## config.mk

```make
export PLATFORM = sky130hd
export DESIGN_NAME = retire_trace_buffer
export DESIGN_NICKNAME = d
export VERILOG_FILES = /design/src/rtl/trace_pkg.sv /design/src/rtl/trace_ring_mem.sv /design/src/rtl/retire_trace_buffer.sv
export SDC_FILE = /design/constraint.sdc
export NUM_CORES = 2
export LEC_CHECK = 0
export ABC_AREA = 1
export BUFFER_PORTS_ARGS = -buffer_cell sky130_fd_sc_hd__buf_2
export CORE_AREA = 3 3 451 787
export DETAILED_ROUTE_END_ITERATION = 7
export DIE_AREA = 0 0 454 790
export PLACE_DENSITY = 0.39
export SYNTH_ARGS = -nofsm -noshare
export SYNTH_HDL_FRONTEND = slang
export SYNTH_HIERARCHICAL = 1
export SYNTH_SLANG_ARGS = --single-unit
```

## constraint.sdc

```tcl
create_clock -name clk -period 18.4 [get_ports clk]
set_clock_uncertainty 0.15 [all_clocks]
set_input_delay 2.76 -clock clk [delete_from_list [all_inputs] [get_ports clk]]
set_output_delay 2.76 -clock clk [all_outputs]
set_load 0.02 [all_outputs]
```

## src/rtl/trace_pkg.sv

```systemverilog
// trace_pkg: shared entry, mode and state types for the retirement trace buffer
package trace_pkg;
    localparam int TRACE_XLEN = 32;

    typedef struct packed {
        logic [TRACE_XLEN-1:0] pc;
        logic [TRACE_XLEN-1:0] instruction;
        logic [TRACE_XLEN-1:0] alu_result;
        logic [TRACE_XLEN-1:0] write_data;
        logic                  reg_write;
        logic                  mem_read;
        logic                  mem_write;
    } trace_entry_t;

    typedef enum logic [1:0] {FREE = 2'd0, ONESHOT = 2'd1, TRIG = 2'd2} trace_mode_e;

    typedef enum logic [1:0] {IDLE, ARMED, POST, DONE} trace_state_e;
endpackage

```

## src/rtl/trace_ring_mem.sv

```systemverilog
// trace_ring_mem: DEPTH x W register array, one write port and one asynchronous read port
module trace_ring_mem #(
    parameter int DEPTH = 16,
    parameter int W     = 131
)(
    input  logic                     clk,
    input  logic                     we,
    input  logic [$clog2(DEPTH)-1:0] waddr,
    input  logic [W-1:0]             wdata,
    input  logic [$clog2(DEPTH)-1:0] raddr,
    output logic [W-1:0]             rdata
);
    logic [W-1:0] mem [DEPTH];

    always_ff @(posedge clk)
        if (we) mem[waddr] <= wdata;

    assign rdata = mem[raddr];
endmodule

```

## src/rtl/retire_trace_buffer.sv

```systemverilog
// retire_trace_buffer: ring-buffer capture of retired instructions with free-run, one-shot and PC-trigger modes
module retire_trace_buffer
    import trace_pkg::*;
#(
    parameter int XLEN       = 32,
    parameter int DEPTH      = 16,
    parameter int POST_COUNT = 8
)(
    input  logic                       clk,
    input  logic                       rst,
    input  logic                       arm,
    input  logic                       stop,
    input  logic [1:0]                 mode,
    input  logic [XLEN-1:0]            trig_pc,
    input  logic                       retire_valid,
    input  logic [XLEN-1:0]            pc,
    input  logic [XLEN-1:0]            instruction,
    input  logic [XLEN-1:0]            ALU_result,
    input  logic [XLEN-1:0]            write_data,
    input  logic                       RegWrite,
    input  logic                       MemRead,
    input  logic                       MemWrite,
    output logic                       out_valid,
    input  logic                       out_ready,
    output logic [4*XLEN+2:0]          out_entry,
    output logic [$clog2(DEPTH+1)-1:0] count,
    output logic                       triggered,
    output logic                       overflow,
    output logic                       done
);
    localparam int AW = $clog2(DEPTH);
    localparam int CW = $clog2(DEPTH + 1);
    localparam int PW = $clog2(2 * DEPTH + 1);

    trace_state_e    state, state_n;
    trace_mode_e     mode_q;
    logic [XLEN-1:0] trig_q;
    logic [AW-1:0]   wr_ptr, rd_ptr;
    logic [PW-1:0]   post_cnt;
    logic            capturing, rec, hit, full, pop;

    assign capturing = state == ARMED || state == POST;
    assign rec       = capturing && retire_valid && !arm;
    assign hit       = state == ARMED && mode_q == TRIG && pc == trig_q;
    assign full      = count == CW'(DEPTH);
    assign done      = state == DONE;
    assign out_valid = done && count != '0;
    assign pop       = out_valid && out_ready;

    trace_ring_mem #(.DEPTH(DEPTH), .W(4 * XLEN + 3)) u_mem (
        .clk  (clk),
        .we   (rec && rst),
        .waddr(wr_ptr),
        .wdata({pc, instruction, ALU_result, write_data, RegWrite, MemRead, MemWrite}),
        .raddr(rd_ptr),
        .rdata(out_entry)
    );

    // stop outranks completion so a stopping retire is still recorded and ends capture
    always_comb begin
        state_n = state;
        if (arm) state_n = ARMED;
        else if (capturing && stop) state_n = DONE;
        else if (rec && hit) state_n = POST_COUNT == 0 ? DONE : POST;
        else if (rec && state == POST && post_cnt == PW'(1)) state_n = DONE;
        else if (rec && state == ARMED && mode_q == ONESHOT && count == CW'(DEPTH - 1)) state_n = DONE;
    end

    always_ff @(posedge clk) begin
        if (!rst) begin
            state     <= IDLE;
            mode_q    <= FREE;
            trig_q    <= '0;
            wr_ptr    <= '0;
            rd_ptr    <= '0;
            count     <= '0;
            post_cnt  <= '0;
            triggered <= 1'b0;
            overflow  <= 1'b0;
        end else begin
            state <= state_n;
            if (arm) begin
                mode_q    <= mode == 2'd3 ? FREE : trace_mode_e'(mode);
                trig_q    <= trig_pc;
                wr_ptr    <= '0;
                rd_ptr    <= '0;
                count     <= '0;
                post_cnt  <= '0;
                triggered <= 1'b0;
                overflow  <= 1'b0;
            end else begin
                if (rec) begin
                    wr_ptr <= wr_ptr + 1'b1;
                    if (full) begin
                        rd_ptr   <= rd_ptr + 1'b1;
                        overflow <= 1'b1;
                    end else begin
                        count <= count + 1'b1;
                    end
                    if (hit) begin
                        triggered <= 1'b1;
                        post_cnt  <= PW'(POST_COUNT);
                    end else if (state == POST) begin
                        post_cnt <= post_cnt - 1'b1;
                    end
                end
                if (pop) begin
                    rd_ptr <= rd_ptr + 1'b1;
                    count  <= count - 1'b1;
                end
            end
        end
    end
endmodule

```

; ---- Word level (Yosys, flattened, before mapping)
; Memories as Yosys holds them, arrays and structs flattened. A register that Yosys moved wholly into a read port is not among the register bits.
; Index checks and enable logic that the tools add are counted.
[classes]
n_eq_ne = 11
bitwise = 1
mux = 18
reduce_logical = 28
add_sub_neg = 5
[op_table]
columns = operator, count
row1 = equality test 32 bit, 1
row2 = two-way mux 4 bit, 5
row3 = two-way mux 5 bit, 3
row4 = logical AND 1 bit, 14
row5 = two-way mux 6 bit, 2
row6 = two-way mux 2 bit, 5
row7 = AND reduction 2 bit, 5
row8 = nonzero test 5 bit, 2
row9 = "adder 4 x 1 -> 4 bit, second input constant", 2
row10 = "equality test 2 bit, second input constant", 4
row11 = "equality test 6 x 1 -> 1 bit, second input constant", 1
row12 = nonzero test 2 bit, 3
row13 = "subtractor 6 x 1 -> 6 bit, second input constant", 1
row14 = "adder 5 x 1 -> 5 bit, second input constant", 1
row15 = "equality test 5 x 4 -> 1 bit, second input constant", 1
row16 = "equality test 5 bit, second input constant", 1
row17 = "subtractor 5 x 1 -> 5 bit, second input constant", 1
row18 = "equality test 2 x 1 -> 1 bit, second input constant", 2
row19 = nonzero test 4 bit, 1
row20 = two-way mux 1 bit, 3
row21 = "!= test 2 x 1 -> 1 bit, second input constant", 1
row22 = OR reduction 2 bit, 1
row23 = logical NOT 1 bit, 1
row24 = logical OR 1 bit, 1
row25 = NOT 1 bit, 1
[word_totals]
output_inout_bits = 140
memories = 1
register_bits = 57
wordCells = 74
inputBits = 171
ram_bits = 2096
[mem_list]
columns = memory, depth, word_bits, read_ports, rd_ports_with_merged_regs, wr, line_no
row1 = u_mem.mem, 16, 131, 1, 1, 1, trace_ring_mem.sv:13  ; logic [W-1:0] mem [DEPTH];

; ---- Depth between registers and ports, before layout
[depth]
ltp_word = 12
depth_mapped = 13
ltp_nobuf = 13

; ---- By module
; Netlist, hierarchy kept.
[modules_own_cells]
columns = mod, instances, cells_each, seq_area_each_um2, area_each_um2
row1 = trace_ring_mem, 1, 7851, 62940.4, 87152.3
row2 = retire_trace_buffer, 1, 527, 1141.1, 3402.0

; ---- Least setup slack after synthesis
; OpenSTA, ideal clock, no wires.
[synth_timing]
path_kind = input-to-reg
from = input rst
to = memory u_mem.mem[12][0], enable pin
setup_slack_ns = 8.321
n_path_buf = 3
setup_time_ns = 0.623
t_arrival_ns = 9.306
path_stages = 9
required_time_ns = 17.627
path_cell_list = buf_2 -> inv_1 -> nor2_4 -> inv_1 -> buf_2 -> buf_2 -> nor2_1 -> nand3_1 -> nor2_1
[synth_between]
elab_chain_len = 3
[synth_lines]
columns = element, line_no
row1 = from (decl), retire_trace_buffer.sv:10  ; input logic rst,
row2 = logical AND 1 bit, retire_trace_buffer.sv:52  ; .we (rec && rst),
row3 = two-way mux 1 bit, trace_ring_mem.sv:16  ; if (we) mem[waddr] <= wdata;
row4 = two-way mux 1 bit (not written as such), trace_ring_mem.sv:16
row5 = to (decl), trace_ring_mem.sv:13
; No other way between the ends.

==> results.sh <==
export IMPL_htreeDepth=4
export IMPL_hpwl_mm=143
export IMPL_root_buffer="clkbuf_16"
export IMPL_end_kind="output pin"
export IMPL_worst_setup_path_type="flop to output pin"
export IMPL_fin_crit_ns=9.81
export IMPL_ys_top_cells_by_area="edfxtp_1 (70%), nand2_1 (13%), nand3_1 (8.5%), inv_1 (4.0%), buf_2 (1.4%)"
export IMPL_synthTopCellsByCount="nand2_1 (3,038), edfxtp_1 (2,096), nand3_1 (1,542), inv_1 (975), buf_2 (259)"
export IMPL_yosysSeqAreaShare_pct=70.8
export IMPL_slowest_stage="buf_4"
export IMPL_rsz0062_at_grt="no"
export IMPL_synth_flop_cell="edfxtp_1"
export IMPL_slew_limit_headroom_pct=-10.2
export IMPL_worstMarginPinSlew_ns=1.65
export IMPL_slowest_delay_ns=0.91
export IMPL_peakVddDrop_uv=81.8
export IMPL_tns_ns=0
export IMPL_rows=287
export IMPL_drt_wirelength_per_cell_um=21.9
export IMPL_final_setup_viol_count=0
export IMPL_wl_met1_mm=127
export IMPL_final_cell_area_sq_um=104000
export IMPL_crit_path_max_fanout=91
export IMPL_grt_pass1_vias=59886
export IMPL_place_inst=12956
export IMPL_grt_first_pass_wirelength_mm=423
export IMPL_cts_sinks=2153
export IMPL_ant_nets=0
export IMPL_syn_to_final_growth_pct=14.4
export IMPL_cts_buffers=221
export IMPL_synth_top_area_share_pct=69.5
export IMPL_placedInstanceArea_sq_um=96600
export IMPL_p_leak_nw=40.3
export IMPL_synth_most_common_cell="nand2_1"
export IMPL_cp_cell_sequence="buf_4 -> buf_4 -> buf_4 -> buf_4 -> buf_4 -> nand2_1 -> nand3_1 -> nand2_1 -> nand2_1 -> nand3_1 -> nand2_1 -> buf_2"
export IMPL_fin_crit_sh_pct=53.3
export IMPL_synth_cell_types=44
export IMPL_power_density_nw_per_um2=96.5
export IMPL_syn_cell_area_sq_um=90600
export IMPL_viasPerCell=4.48
export IMPL_post_cts_resized=0
export IMPL_drt_iter0_drc=3773
export IMPL_io_buffer_count=310
export IMPL_layout_setup_ws_ns=8.59
export IMPL_start_util_pct=25.9
export IMPL_fin_hold_ws_ns=0.303
export IMPL_crit_buf_inv=6
export IMPL_pre_cts_slack_ns=9.38
export IMPL_synthCells=8378
export IMPL_hold_class="flop to flop"
export IMPL_synth_edf_count=2096
export IMPL_cap_violations=0
export IMPL_num_vias=59840
export IMPL_pin_count=311
export IMPL_fin_nets=8737
export IMPL_die_w_um=454
export IMPL_final_cells=13357
export IMPL_grtUsageTotal_pct=16.0
export IMPL_wl_met3_mm=10.9
export IMPL_drive_above_1_share_pct=8.73
export IMPL_startpoint_type="flop"
export IMPL_die_y_um=790
export IMPL_drc=0
export IMPL_ys_warnings_count=6
export IMPL_fmax_mhz=102
export IMPL_arrival_ns=6.90
export IMPL_dieArea_sq_um=359000
export IMPL_core_area_sq_um=349000
export IMPL_run_status="finished with violations"
export IMPL_clk_latency_ns=0.86
export IMPL_firstDrtPassIters=6
export IMPL_worst_path_most_repeated_cell="buf_4"
export IMPL_clockBufferDepth=4
export IMPL_routed_top_layer="met5"
export IMPL_finalHoldViolCount=0
export IMPL_grt_max_degree=254
export IMPL_required_ns=15.49
export IMPL_synth_nets=8560
export IMPL_overflow=0
export IMPL_synth_async_reset_ratio_pct=0
export IMPL_synth_ff_latch_count=2153
export IMPL_wl_met2_mm=148
export IMPL_cts_reportedPaths_clkPinSlew_ns=0.06
export IMPL_cp_top_family="buffers and inverters"
export IMPL_routabilityCongestion=0.747
export IMPL_power_mw=9.99
export IMPL_yosys_area_top_type="edfxtp_1"
export IMPL_antenna_found_initial=68
export IMPL_violations="max-slew violations"
export IMPL_fin_util_pct=29.6
export IMPL_syn_avg_cell_area_sq_um=10.8
export IMPL_postCtsHoldBufs=0
export IMPL_cts_setup_buffers=0
export IMPL_maxSlewViolCount=110
export IMPL_postRouteWirelength_mm=293
export IMPL_cts_tree="yes"
-- metal layers --
layer	up-vias	global-route usage [%]
met1	30110	20.2
met3	419	2.11
li1	28085	-
met2	1202	28.7
met5	-	0
met4	24	4.10
-- sequential cells by signal (all words and copies together) (netlist names) --
register and cells:
rd_ptr 4, triggered 1, mode_q 2, state 2, count 5, overflow 1, trig_q 32, wr_ptr 4
u_mem/mem 2096, post_cnt 6
-- layout by cell type (no fill, tap or decap), drive strengths merged --
cell type / n
nand2: 3043
edfxtp: 2096
nand3: 1544
inv: 986
buf: 403
clkbuf: 274
clkinv: 79
nor2: 71
dfxtp: 57
o21ai: 37
or2: 27
a21oi: 21
bufinv: 20
xnor2: 17
diode: 16
ha: 10
nand4: 7
clkinvlp: 5
xor2: 4
nand3b: 3
and3: 2
nor3: 2
nor4: 1
o21a: 1
and2: 1
o32ai: 1
a211oi: 1
o22ai: 1
o211ai: 1
or3: 1
fa: 1
-- worst reg2reg max path: stages (launching register included) --
cell     delay [ns]
dfxtp_1        0.40
inv_1          0.07
ha_1           0.28
inv_1          0.07
nand2_1        0.13
nor2_1         0.24
nand2_1        0.28
nor2_4         1.06
buf_4          0.67
buf_4          0.74
-- path summary, 6_finish.rpt --
check | start | end | slack [ns] | depth (start not counted)
max | rd_ptr[0] | out_entry[0] | 8.59 | 12
min | triggered | triggered | 0.30 | 2
max reg2reg | state[0] | u_mem/mem[3][16] | 13.89 | 9
min reg2reg | triggered | triggered | 0.30 | 2
-- cells by family (layout without fill, tap and decap cells) --
logic type | Yosys count | in the layout | share of synthesized area (%)
compound gates | 63 | 63 | 0.366
xor+xnor | 21 | 21 | 0.203
fa+ha+maj | 11 | 11 | 0.160
buf+inv | 1428 | 1767 | 6.67
flops | 2153 | 2153 | 70.8
other cells | 0 | 16 | 0
simple gates | 4702 | 4702 | 21.8
-- where the power goes --
part / switching (mW) / internal (mW) / leakage [nW] / total, mW
clock: 1.94 / 2.50 / 3.36 / 4.44
sequential: 0.00488 / 5.39 / 19.3 / 5.39
combinational: 0.131 / 0.0356 / 17.7 / 0.166
-- final cells by class --
| type | instances | area (sq um) |
|---|---|---|
| repair buffers | 403 | 2460 |
| well taps | 4624 | 5790 |
| diodes | 16 | 40.0 |
| fillers | 35810 | 246000 |
| inverters | 979 | 3710 |
| flip-flops and latches | 2153 | 64100 |
| clock inverters | 111 | 1130 |
| multi-input cells | 4797 | 20600 |
| clock buffers | 274 | 5770 |
No activity file was read; power rests on OpenSTA's default activity.
